File: src/rtl/gts_inducer_ctrl.sv
// gts_inducer_ctrl: drives IPTG/aTc to flip a genetic toggle switch, using synchronized GFP as feedback.
// Optional INDUCE/SETTLE abort timer is built when GTS_INDUCER_TIMEOUT_EN is defined.
module gts_inducer_ctrl #(
    parameter int SETTLE_CYCLES  = 4,
    parameter int RELAX_CYCLES   = 3,
    parameter int TIMEOUT_CYCLES = 20,
    parameter int CNT_W          = 8
) (
    input  logic clk,
    input  logic reset,
    input  logic cmd_valid,
    input  logic cmd_dir,
    output logic cmd_ready,
    input  logic GFP,
    output logic IPTG,
    output logic aTc,
    output logic busy,
    output logic done,
    output logic err
);

    localparam int CNT_MAX = (1 << CNT_W) - 1;

    if (SETTLE_CYCLES < 1 || SETTLE_CYCLES > CNT_MAX ||
        RELAX_CYCLES < 1 || RELAX_CYCLES > CNT_MAX ||
        TIMEOUT_CYCLES < 1 || TIMEOUT_CYCLES > CNT_MAX) begin : g_param_check
        $error("gts_inducer_ctrl: cycle parameters must lie in 1..2**CNT_W-1");
    end

    localparam logic [CNT_W-1:0] SETTLE_LIM = CNT_W'(SETTLE_CYCLES);
    localparam logic [CNT_W-1:0] RELAX_LIM  = CNT_W'(RELAX_CYCLES);

    typedef enum logic [2:0] {
        S_IDLE     = 3'd0,
        S_INDUCE   = 3'd1,
        S_SETTLE   = 3'd2,
        S_WITHDRAW = 3'd3,
        S_DONE     = 3'd4
    } state_t;

    state_t           state;
    logic             tgt;
    logic [1:0]       gfp_sync;
    logic             gfp_s;
    logic [CNT_W-1:0] cnt;
    logic [CNT_W-1:0] settle_next;
    logic             on_tgt;
    logic             timed_out;

    function automatic logic [CNT_W-1:0] sat_inc(input logic [CNT_W-1:0] v);
        if (v == {CNT_W{1'b1}}) begin
            return v;
        end else begin
            return v + CNT_W'(1);
        end
    endfunction

    assign gfp_s       = gfp_sync[1];
    assign on_tgt      = (gfp_s == tgt);
    // INDUCE counts its own matching cycle as the first settle cycle.
    assign settle_next = (state == S_SETTLE) ? sat_inc(cnt) : CNT_W'(1);

`ifdef GTS_INDUCER_TIMEOUT_EN
    localparam logic [CNT_W-1:0] TIMEOUT_LIM = CNT_W'(TIMEOUT_CYCLES);
    logic [CNT_W-1:0] tcnt;

    assign timed_out = (tcnt >= TIMEOUT_LIM);

    // Abort timer: counts INDUCE/SETTLE cycles since acceptance.
    always_ff @(posedge clk) begin
        if (reset) begin
            tcnt <= '0;
        end else if (state == S_IDLE) begin
            tcnt <= CNT_W'(1);
        end else if (state == S_INDUCE || state == S_SETTLE) begin
            tcnt <= sat_inc(tcnt);
        end else begin
            tcnt <= tcnt;
        end
    end
`else
    assign timed_out = 1'b0;
`endif

    // Two-flop synchronizer for the asynchronous reporter.
    always_ff @(posedge clk) begin
        if (reset) begin
            gfp_sync <= 2'b00;
        end else begin
            gfp_sync <= {gfp_sync[0], GFP};
        end
    end

    // Command sequencer with registered outputs.
    always_ff @(posedge clk) begin
        if (reset) begin
            state     <= S_IDLE;
            tgt       <= 1'b0;
            cnt       <= '0;
            IPTG      <= 1'b0;
            aTc       <= 1'b0;
            busy      <= 1'b0;
            done      <= 1'b0;
            err       <= 1'b0;
            cmd_ready <= 1'b1;
        end else begin
            done <= 1'b0;
            err  <= 1'b0;
            case (state)
                S_IDLE: begin
                    if (cmd_valid) begin
                        state     <= S_INDUCE;
                        tgt       <= cmd_dir;
                        cnt       <= '0;
                        IPTG      <= cmd_dir;
                        aTc       <= ~cmd_dir;
                        busy      <= 1'b1;
                        cmd_ready <= 1'b0;
                    end else begin
                        state <= S_IDLE;
                    end
                end
                S_INDUCE, S_SETTLE: begin
                    // Completing the settle window wins over a simultaneous timeout.
                    if (on_tgt && settle_next >= SETTLE_LIM) begin
                        state <= S_WITHDRAW;
                        cnt   <= '0;
                        IPTG  <= 1'b0;
                        aTc   <= 1'b0;
                    end else if (timed_out) begin
                        state <= S_DONE;
                        IPTG  <= 1'b0;
                        aTc   <= 1'b0;
                        done  <= 1'b1;
                        err   <= 1'b1;
                    end else if (on_tgt) begin
                        state <= S_SETTLE;
                        cnt   <= settle_next;
                    end else begin
                        state <= S_INDUCE;
                        cnt   <= '0;
                    end
                end
                S_WITHDRAW: begin
                    if (!on_tgt) begin
                        state <= S_DONE;
                        done  <= 1'b1;
                        err   <= 1'b1;
                    end else if (sat_inc(cnt) >= RELAX_LIM) begin
                        state <= S_DONE;
                        done  <= 1'b1;
                    end else begin
                        cnt <= sat_inc(cnt);
                    end
                end
                S_DONE: begin
                    state     <= S_IDLE;
                    busy      <= 1'b0;
                    cmd_ready <= 1'b1;
                end
                default: begin
                    state     <= S_IDLE;
                    IPTG      <= 1'b0;
                    aTc       <= 1'b0;
                    busy      <= 1'b0;
                    cmd_ready <= 1'b1;
                end
            endcase
        end
    end

endmodule
File: config.mk
export PLATFORM = sky130hd
export DESIGN_NAME = gts_inducer_ctrl
export DESIGN_NICKNAME = d
export VERILOG_FILES = /design/src/rtl/gts_inducer_ctrl.sv
export SDC_FILE = /design/constraint.sdc
export NUM_CORES = 1
export LEC_CHECK = 0
export BUFFER_PORTS_ARGS = -buffer_cell sky130_fd_sc_hd__buf_4
export CORE_MARGIN = 4
export CORE_UTILIZATION = 45
export CTS_CLUSTER_DIAMETER = 80
export DETAILED_ROUTE_END_ITERATION = 12
export HOLD_SLACK_MARGIN = 0.05
export PLACE_DENSITY_LB_ADDON = 0.2
export SLEW_MARGIN = 20
export SYNTH_ARGS = -nofsm -noshare
export SYNTH_HDL_FRONTEND = slang
export SYNTH_SLANG_ARGS = --single-unit
File: constraint.sdc
create_clock -name clk -period 1.82 [get_ports clk]
set_input_delay 0.273 -clock clk [delete_from_list [all_inputs] [get_ports clk]]
set_output_delay 0.273 -clock clk [all_outputs]
set_load 0.005 [all_outputs]
==> results of run 1 <==
## logic make-up (layout without fill, tap and decap cells)
family / count (synthesis) / count (layout)
DFF: 20 / 20
and+or+nand+nor: 38 / 38
muxes: 2 / 2
AOI/OAI and AO/OA: 29 / 29
adders and majority gates: 1 / 1
buffers and inverters: 7 / 28
xor gates and xnor gates: 4 / 4
## per-layer routing
metal  wire, um  track usage
met2        943        0.254
met1        979        0.233
met4          7       0.0383
met3         83       0.0249
met5          0            0
## worst reg2reg max path, stage by stage (launching register included)
cell and delay, ps:
dfxtp_4 370, or4_4 520, o22ai_4 160, o211ai_4 130
buf_6 160, o21ai_4 150, a21oi_1 100, a311oi_2 230
## worst paths after layout
| check | end | startpoint | slack (ps) | cells past startpoint |
|---|---|---|---|---|
| worst max-delay path | cnt[0] | cnt[4] | -80 | 7 |
| worst max register to register | cnt[0] | cnt[4] | -80 | 7 |
| worst min-delay path | gfp_sync[0] | GFP | 180 | 2 |
| worst min register to register | gfp_sync[1] | gfp_sync[0] | 460 | 1 |
## per-stage QoR
stage               TNS (ps)  total power [uW]  cell area (sq um)  setup WS (ps)
floorplan                  0               607                961           1.47
global placement        -191               664               1130          -34.4
detailed placement      -434               669               1130          -66.0
CTS                     -324              1040               1190          -60.3
global route           -1350              1090               1230           -163
finish                  -498              1050               1230          -76.3
## area by class of cell
type	count	area (sq um)	share of cell area
sequential	20	407	0.330
clock buffer	3	22.5	0.0183
timing repair buffer	20	154	0.125
clock inverter	1	30.0	0.0243
multi-input combinational	74	572	0.463
inverter	4	15.0	0.0122
tap	27	33.8	0.0274
## power by group through the flow
stage | Clock (uW) | Combinational (uW) | Sequential (uW)
final | 366 | 199 | 480
after global placement | 0 | 174 | 490
after global routing | 385 | 224 | 484
after CTS | 372 | 185 | 481
after floorplan | 0 | 118 | 489
after detailed placement | 0 | 178 | 491
## what timing repair did
action,in CTS,in global routing
setup buffers,0,1
setup endpoints to repair,10,11
resized for setup,5,7
pin swaps,0,2
## cell usage after synthesis, types with 2 or more instances
library cell,number,share of area
a21oi_1,9,0.048
a311oi_1,2,0.019
and2_1,6,0.040
clkbuf_1,3,0.012
dfxtp_1,20,0.42
inv_1,4,0.016
nand2_1,6,0.024
nand4_1,3,0.020
nor2_1,6,0.024
nor2b_1,3,0.020
nor3_1,4,0.021
o211a_1,2,0.021
o21ai_0,3,0.016
o21ai_1,5,0.027
or2_2,4,0.027
xnor2_1,2,0.019
xor2_1,2,0.019
==> impl_metrics.py, run 1 <==
metrics = {
    "synthesis": {
        "yosysWarnings": 0,
        "synth.avg_cell_area_sq_um": 9.34,
        "synth_edf_count": 0,
        "synth_xor_area_frac": 0.0371,
        "synth_compound_gate_area_share": 0.233,
        "synth-simple-area-share": 0.229,
        "synth_top_family_by_area": "compound AO/OA/AOI/OAI gates",
        "synth_ff_type": "dfxtp_1",
        "ys_ff_latch": 20,
        "synthAdderAreaFrac": 0.0133,
        "netlist_instances": 101,
        "async_reset_ff_frac": 0,
        "netlist_area_sq_um": 943,
        "syn-num-nets": 107,
        "seq_area_frac_synth": 0.424,
        "ys_types": 34,
        "synth_mux_area_frac": 0.0345,
    },
    "cells_and_area": {
        "final_cell_mix": "buf_4, dfxtp_1, a21oi_1",
        "layout_commonest_cell": "buf_4",
        "drive_gt1_frac": 0.361,
        "top_register": "cnt",
        "final_cells": 149,
        "largest_reg_flops": 8,
        "nets": 129,
        "antenna_cells": 0,
        "largestRegisters": "cnt (8), state (3), gfp_sync (2)",
        "fill_cells": 168,
        "area_delta_synth_final_pct": 30.8,
        "final_util": 0.622,
    },
    "global_routing": {
        "grt_usage": 0.163,
        "gr-total-overflow": 0,
        "grt_pass1_vias": 783,
        "grt_first_pass_wirelength_mm": 3.51,
        "grt_start_max_net_pins": 13,
        "grt_antenna_before_repair": 0,
    },
    "clocking": {
        "clkTransAtPathRegs_ps": 130,
        "cts-root-buf": "clkbuf_4",
        "clockBufferDepth": 2,
        "htree_levels": 1,
        "clock-sinks": 20,
        "cts_hold_buffers": 0,
        "cts_tree": "built",
        "clk_latency_ps": 300,
        "numCtsBuffers": 3,
    },
    "placed_design": {
        "io_buffers": 10,
        "dp_hpwl_mm": 1.53,
        "gp_congestion": 0.797,
        "post-place-cells": 144,
    },
    "timing": {
        "slew_violations": 0,
        "slew-limit-headroom": 0.613,
        "setup_viol": 8,
        "hold_viol_final": 0,
        "tightest_slew_ps": 576,
        "rsz0062_at_grt": "yes",
        "fin_ws_ps": -76.3,
        "period_needed_ps": 1900,
        "fmax_ghz": 0.527,
        "period_share": 1.04,
        "fin_hold_ws_ps": 176,
        "finalClockSkew_ps": 13.4,
    },
    "floorplanning": {
        "rows": 16,
        "core-area_sq_um": 1980,
        "io_pins": 11,
        "die_y_um": 53.8,
        "start_util": 0.476,
        "die-width_um": 53.8,
        "dieArea_sq_um": 2890,
    },
    "setup_path": {
        "critPathKind": "reg -> reg",
        "crit_buf_inv": 1,
        "end_kind": "flop",
        "cpMaxStageDelayCell": "or4_4",
        "crit_arrival_ps": 2120,
        "critPathMaxFanout": 5,
        "cp.required_ps": 2040,
        "crit_family": "compound AO/OA/AOI/OAI gates",
        "cp_cell_sequence": "or4_4, o22ai_4, o211ai_4, buf_6, o21ai_4, a21oi_1, a311oi_2",
        "startpoint_type": "flop",
        "max_stage_delay_ps": 520,
    },
    "pwr": {
        "p_seq_frac": 0.459,
        "p_switching_uw": 264,
        "power_frac_clock": 0.350,
        "switching_share": 0.252,
        "cellLeakagePower_uw": 0.000490,
        "irDropWorstVdd_mv": 0.522,
        "power_density_nw_per_um2": 848,
        "combPwrFrac": 0.190,
        "p_int_uw": 782,
    },
    "flow_run": {
        "max_cap_violations": 0,
    },
    "run_status": {
        "violations": "setup timing",
        "status": "finished with violations",
    },
    "route": {
        "totalWireLength_mm": 2.01,
        "drc_errors": 0,
        "routedWlPerCell_um": 13.5,
        "antenna_left": 0,
        "detail_route.first_pass.iterations": 4,
        "vias": 832,
        "routed_via_density": 5.58,
        "first_iter_violations": 13,
    },
    "hold_path": {
        "hold_path_class": "in -> reg",
    },
}
Note: power is estimated with default switching activity, not from simulation.
==> run 2: changes to the inputs <==
--- a/config.mk
+++ b/config.mk
@@ -11,7 +11,7 @@
 export CTS_CLUSTER_DIAMETER = 80
 export DETAILED_ROUTE_END_ITERATION = 12
 export HOLD_SLACK_MARGIN = 0.05
-export PLACE_DENSITY_LB_ADDON = 0.2
+export PLACE_DENSITY = 0.73
 export SLEW_MARGIN = 20
 export SYNTH_ARGS = -nofsm -noshare
 export SYNTH_HDL_FRONTEND = slang
==> run 2 against run 1 <==
- the flow still finishes with violations (setup timing)
- die area is the same
- critical path depth is 2 lower
- first-iteration DRC count increased by 130%
- wire length up 3.7%
- global-route usage is 0.59 points lower
- via count fell by 0.48%
- sequential share of layout area decreased by 0.20 points
- clock-buffer cell count grew 1
- setup slack got worse by 27 ps
- cell area rose by 0.30%
- critical path type unchanged
==> impl_metrics.py, run 2 (synthesis gave the netlist of run 1 again) <==
metrics = {
    "global_routing": {
        "grt_first_pass_wirelength_mm": 3.29,
        "grt_usage": 0.157,
        "grt_pass1_vias": 706,
        "grt_antenna_before_repair": 0,
        "gr-total-overflow": 0,
        "grt_start_max_net_pins": 12,
    },
    "timing": {
        "fin_hold_ws_ps": 207,
        "slew_violations": 0,
        "tightest_slew_ps": 610,
        "slew-limit-headroom": 0.590,
        "hold_viol_final": 0,
        "fin_ws_ps": -104,
        "rsz0062_at_grt": "yes",
        "period_share": 1.06,
        "period_needed_ps": 1920,
        "finalClockSkew_ps": 2.22,
        "fmax_ghz": 0.520,
        "setup_viol": 3,
    },
    "cells_and_area": {
        "largestRegisters": "cnt (8), state (3), gfp_sync (2)",
        "multi_input_area_sq_um": 586,
        "drive_gt1_frac": 0.390,
        "area_delta_synth_final_pct": 31.2,
        "nets": 130,
        "final_util": 0.624,
        "antenna_cells": 0,
        "regArea_sq_um": 405,
        "final_cell_mix": "buf_4, dfxtp_1, a21oi_1",
        "fill_cells": 161,
        "layout_commonest_cell": "buf_4",
        "top_register": "cnt",
        "largest_reg_flops": 8,
    },
    "clocking": {
        "clk_latency_ps": 300,
        "numCtsBuffers": 3,
        "clkTransAtPathRegs_ps": 110,
        "clockBufferDepth": 2,
        "clock-sinks": 20,
        "cts_tree": "built",
        "htree_levels": 1,
        "cts-root-buf": "clkbuf_4",
    },
    "route": {
        "totalWireLength_mm": 2.09,
        "routedWlPerCell_um": 13.9,
        "routed_via_density": 5.52,
        "drc_errors": 0,
        "vias": 828,
        "first_iter_violations": 30,
        "detail_route.first_pass.iterations": 4,
        "antenna_left": 0,
    },
    "floorplanning": {
        "start_util": 0.476,
        "core-area_sq_um": 1980,
        "die_y_um": 53.8,
        "rows": 16,
        "dieArea_sq_um": 2890,
        "io_pins": 11,
        "die-width_um": 53.8,
    },
    "setup_path": {
        "cp.required_ps": 2030,
        "end_kind": "flop",
        "critPathMaxFanout": 5,
        "startpoint_type": "flop",
        "reg2reg_depth": 5,
        "crit_arrival_ps": 2130,
        "critPathKind": "reg -> reg",
        "reg2reg_slack_ps": -100,
    },
    "placed_design": {
        "io_buffers": 10,
        "dp_hpwl_mm": 1.52,
        "place_ws_ps": -66.7,
        "gp_congestion": 0.873,
    },
    "run_status": {
        "status": "finished with violations",
        "violations": "setup timing",
    },
    "pwr": {
        "power_uw": 941,
        "irDropWorstVdd_mv": 0.564,
        "cellLeakagePower_uw": 0.000484,
        "power_density_nw_per_um2": 761,
    },
    "flow_run": {
        "max_cap_violations": 0,
    },
    "hold_path": {
        "whs_path_depth": 2,
        "hold_path_class": "in -> reg",
    },
}
run 2: worst paths after layout:
check,end,from
worst min register to register,gfp_sync[1],gfp_sync[0]
worst max register to register,state[0],cnt[4]
worst min-delay path,cnt[0],reset
worst max-delay path,state[0],cnt[4]
run 2: metal layers:
layer / wire length [um] / vias up / track usage
met2: 1040 / 18 / 0.246
met5: 0 / - / 0
met1: 943 / 395 / 0.217
met4: 10 / 0 / 0.0383
met3: 94 / 2 / 0.0332
li1: - / 413 / -
run 2: final cells by class:
cell class | instances | share of cell area
well taps | 27 | 0.0273
flip-flops and latches | 20 | 0.328
multi-input cells | 74 | 0.473
inverters | 4 | 0.0121
clock buffers | 4 | 0.0293
repair buffers | 21 | 0.130
run 2: worst max-delay path, stage by stage, from the launching register on:
cell,delay (ps)
dfxtp_2,350
or4_4,520
o22ai_4,190
o211ai_4,150
mux4_2,480
nor2b_1,140
run 2: through the flow:
step / TNS, ps / instance area [sq um] / cells
6_report: -199 / 1240 / 150
5_1_grt: -944 / 1240 / 150
4_1_cts: -113 / 1180 / 149
3_5_place_dp: -397 / 1130 / 144
3_3_place_gp: -77.0 / 1130 / 144
2_1_floorplan: 0 / 961 / 101
run 2: power breakdown:
group | internal, uW | leakage (uW) | switching, uW | total [uW]
clock network | 122 | 0.0000210 | 137 | 259
logic | 99.2 | 0.000298 | 101 | 200
registers | 461 | 0.000165 | 21.1 | 482
total | 682 | 0.000484 | 259 | 941
run 2: timing repair:
| item | CTS | global route |
|---|---|---|
| hold buffers | 0 | 0 |
| setup endpoints to repair | 10 | 12 |
| pin swaps | 3 | 11 |
| resized for setup | 4 | 11 |
| setup buffers | 1 | 1 |
==> run 3: changes to the inputs <==
--- a/config.mk
+++ b/config.mk
@@ -11,7 +11,7 @@
 export CTS_CLUSTER_DIAMETER = 80
 export DETAILED_ROUTE_END_ITERATION = 12
 export HOLD_SLACK_MARGIN = 0.05
-export PLACE_DENSITY = 0.73
+export PLACE_DENSITY = 0.76
 export SLEW_MARGIN = 20
 export SYNTH_ARGS = -nofsm -noshare
 export SYNTH_HDL_FRONTEND = slang
==> run 3 against run 2 <==
- the run still ends with setup timing left
- clock power shrank 21%
- setup slack better by 25 ps
- worst hold slack got worse by 16 ps
==> impl_metrics.py, run 3 (synthesis gave the netlist of run 1 again) <==
metrics = {
    "floorplanning": {
        "io_pins": 11,
        "die_y_um": 53.8,
        "die-width_um": 53.8,
        "dieArea_sq_um": 2890,
        "core-area_sq_um": 1980,
        "rows": 16,
        "start_util": 0.476,
    },
    "cells_and_area": {
        "drive_gt1_frac": 0.383,
        "area_delta_synth_final_pct": 27.9,
        "antenna_cells": 0,
        "final_cell_mix": "buf_4, dfxtp_1, a21oi_1",
        "final_cells": 147,
        "largestRegisters": "cnt (8), state (3), gfp_sync (2)",
        "top_register": "cnt",
        "nets": 128,
        "final_util": 0.609,
        "largest_reg_flops": 8,
        "layout_commonest_cell": "buf_4",
    },
    "setup_path": {
        "end_kind": "flop",
        "cpMaxStageDelayCell": "or4_4",
        "reg2reg_depth": 5,
        "crit_family": "simple AND/OR/NAND/NOR gates",
        "cp_cell_sequence": "or4_4, o22ai_4, o211ai_4, mux4_2, nor2b_1",
        "critPathMaxFanout": 5,
        "cp.required_ps": 2010,
        "max_stage_delay_ps": 520,
        "startpoint_type": "flop",
        "reg2reg_slack_ps": -80,
        "crit_start": "cnt[4]",
        "regToRegStartpoint": "cnt[4]",
        "crit_buf_inv": 0,
        "r2r-end": "state[0]",
        "critPathKind": "reg -> reg",
        "crit_arrival_ps": 2090,
    },
    "route": {
        "first_iter_violations": 42,
        "routedWlPerCell_um": 14.1,
        "detail_route.first_pass.iterations": 4,
        "routed_via_density": 5.46,
        "totalWireLength_mm": 2.07,
        "antenna_left": 0,
        "drc_errors": 0,
        "vias": 802,
    },
    "global_routing": {
        "grt_start_max_net_pins": 11,
        "grt_antenna_before_repair": 0,
        "grtUsageMet2": 0.262,
        "grt-busiest-layer": "met2",
        "grt_first_pass_wirelength_mm": 3.44,
        "grt_pass1_vias": 755,
        "gr-total-overflow": 0,
        "grt_usage": 0.164,
        "gr-usage-met1": 0.225,
        "met3_usage": 0.0416,
    },
    "pwr": {
        "power_uw": 886,
        "power_density_nw_per_um2": 734,
        "irDropWorstVdd_mv": 0.593,
        "cellLeakagePower_uw": 0.000468,
    },
    "clocking": {
        "cts_tree": "built",
        "cts-root-buf": "clkbuf_4",
        "clkTransAtPathRegs_ps": 110,
        "clock-sinks": 20,
        "numCtsBuffers": 3,
        "clk_latency_ps": 290,
        "htree_levels": 1,
        "post_cts_buffers": 0,
        "cts_hold_buffers": 0,
        "clockBufferDepth": 2,
    },
    "run_status": {
        "violations": "setup timing",
        "status": "finished with violations",
    },
    "placed_design": {
        "post-place-cells": 144,
        "gp_congestion": 0.874,
        "dp_hpwl_mm": 1.48,
        "io_buffers": 10,
    },
    "timing": {
        "rsz0062_at_grt": "yes",
        "setup_tns_ps": -149,
        "tightest_slew_ps": 626,
        "slew-limit-headroom": 0.579,
        "period_needed_ps": 1900,
        "finalClockSkew_ps": 8.77,
        "fmax_ghz": 0.527,
        "period_share": 1.04,
        "slew_violations": 0,
        "hold_viol_final": 0,
        "setup_viol": 5,
        "fin_ws_ps": -78.8,
    },
    "hold_path": {
        "worstHoldStart": "GFP",
        "whs_path_depth": 2,
        "hold_path_class": "in -> reg",
        "holdPathEnd": "gfp_sync[0]",
    },
    "flow_run": {
        "max_cap_violations": 0,
    },
}
==> run 3: layout make-up <==
class	count	area (sq um)
fillers	168	776
multi-input cells	74	584
flip-flops and latches	20	408
repair buffers	19	143
well taps	27	33.8
clock buffers	3	22.5
inverters	4	15.0
==> run 3: where the power goes <==
group / total (uW) / internal (uW) / switching [uW]
sequential: 483 / 461 / 22.0
clock: 205 / 76.9 / 129
combinational: 197 / 96.4 / 101
==> run 3: worst max-delay path by stage <==
stage	to	slack, ps	cells past startpoint
2_1_floorplan	state[0]	1	7
3_3_place_gp	state[0]	-5	5
3_5_place_dp	cnt[0]	-50	5
4_1_cts	state[0]	-40	5
5_1_grt	state[0]	-140	5
6_report	state[0]	-80	5
==> run 3: worst reg2reg max path, stage by stage (launching register included) <==
cell      delay, ps
dfxtp_2         360
or4_4           520
o22ai_4         150
o211ai_4        140
mux4_2          490
nor2b_1         140
==> run 3: through the flow <==
step | cell area (sq um) | hold WS, ps | worst slack, ps
3_5_place_dp | 1130 | 430 | -45.1
5_1_grt | 1210 | 212 | -139
4_1_cts | 1160 | 191 | -43.1
2_1_floorplan | 961 | 401 | 1.47
6_report | 1210 | 192 | -78.8
3_3_place_gp | 1130 | 425 | -4.82
==> run 3: per-layer routing <==
layer,share of wire,up-vias
met1,0.47,375
met3,0.051,2
li1,-,403
met5,0,-
met4,0.0077,0
met2,0.47,22
==> run 3: timing repair <==
item	CTS	global route
gates cloned	0	0
endpoints found under the setup margin	10	12
gates resized for setup	4	12
pin swaps	3	12
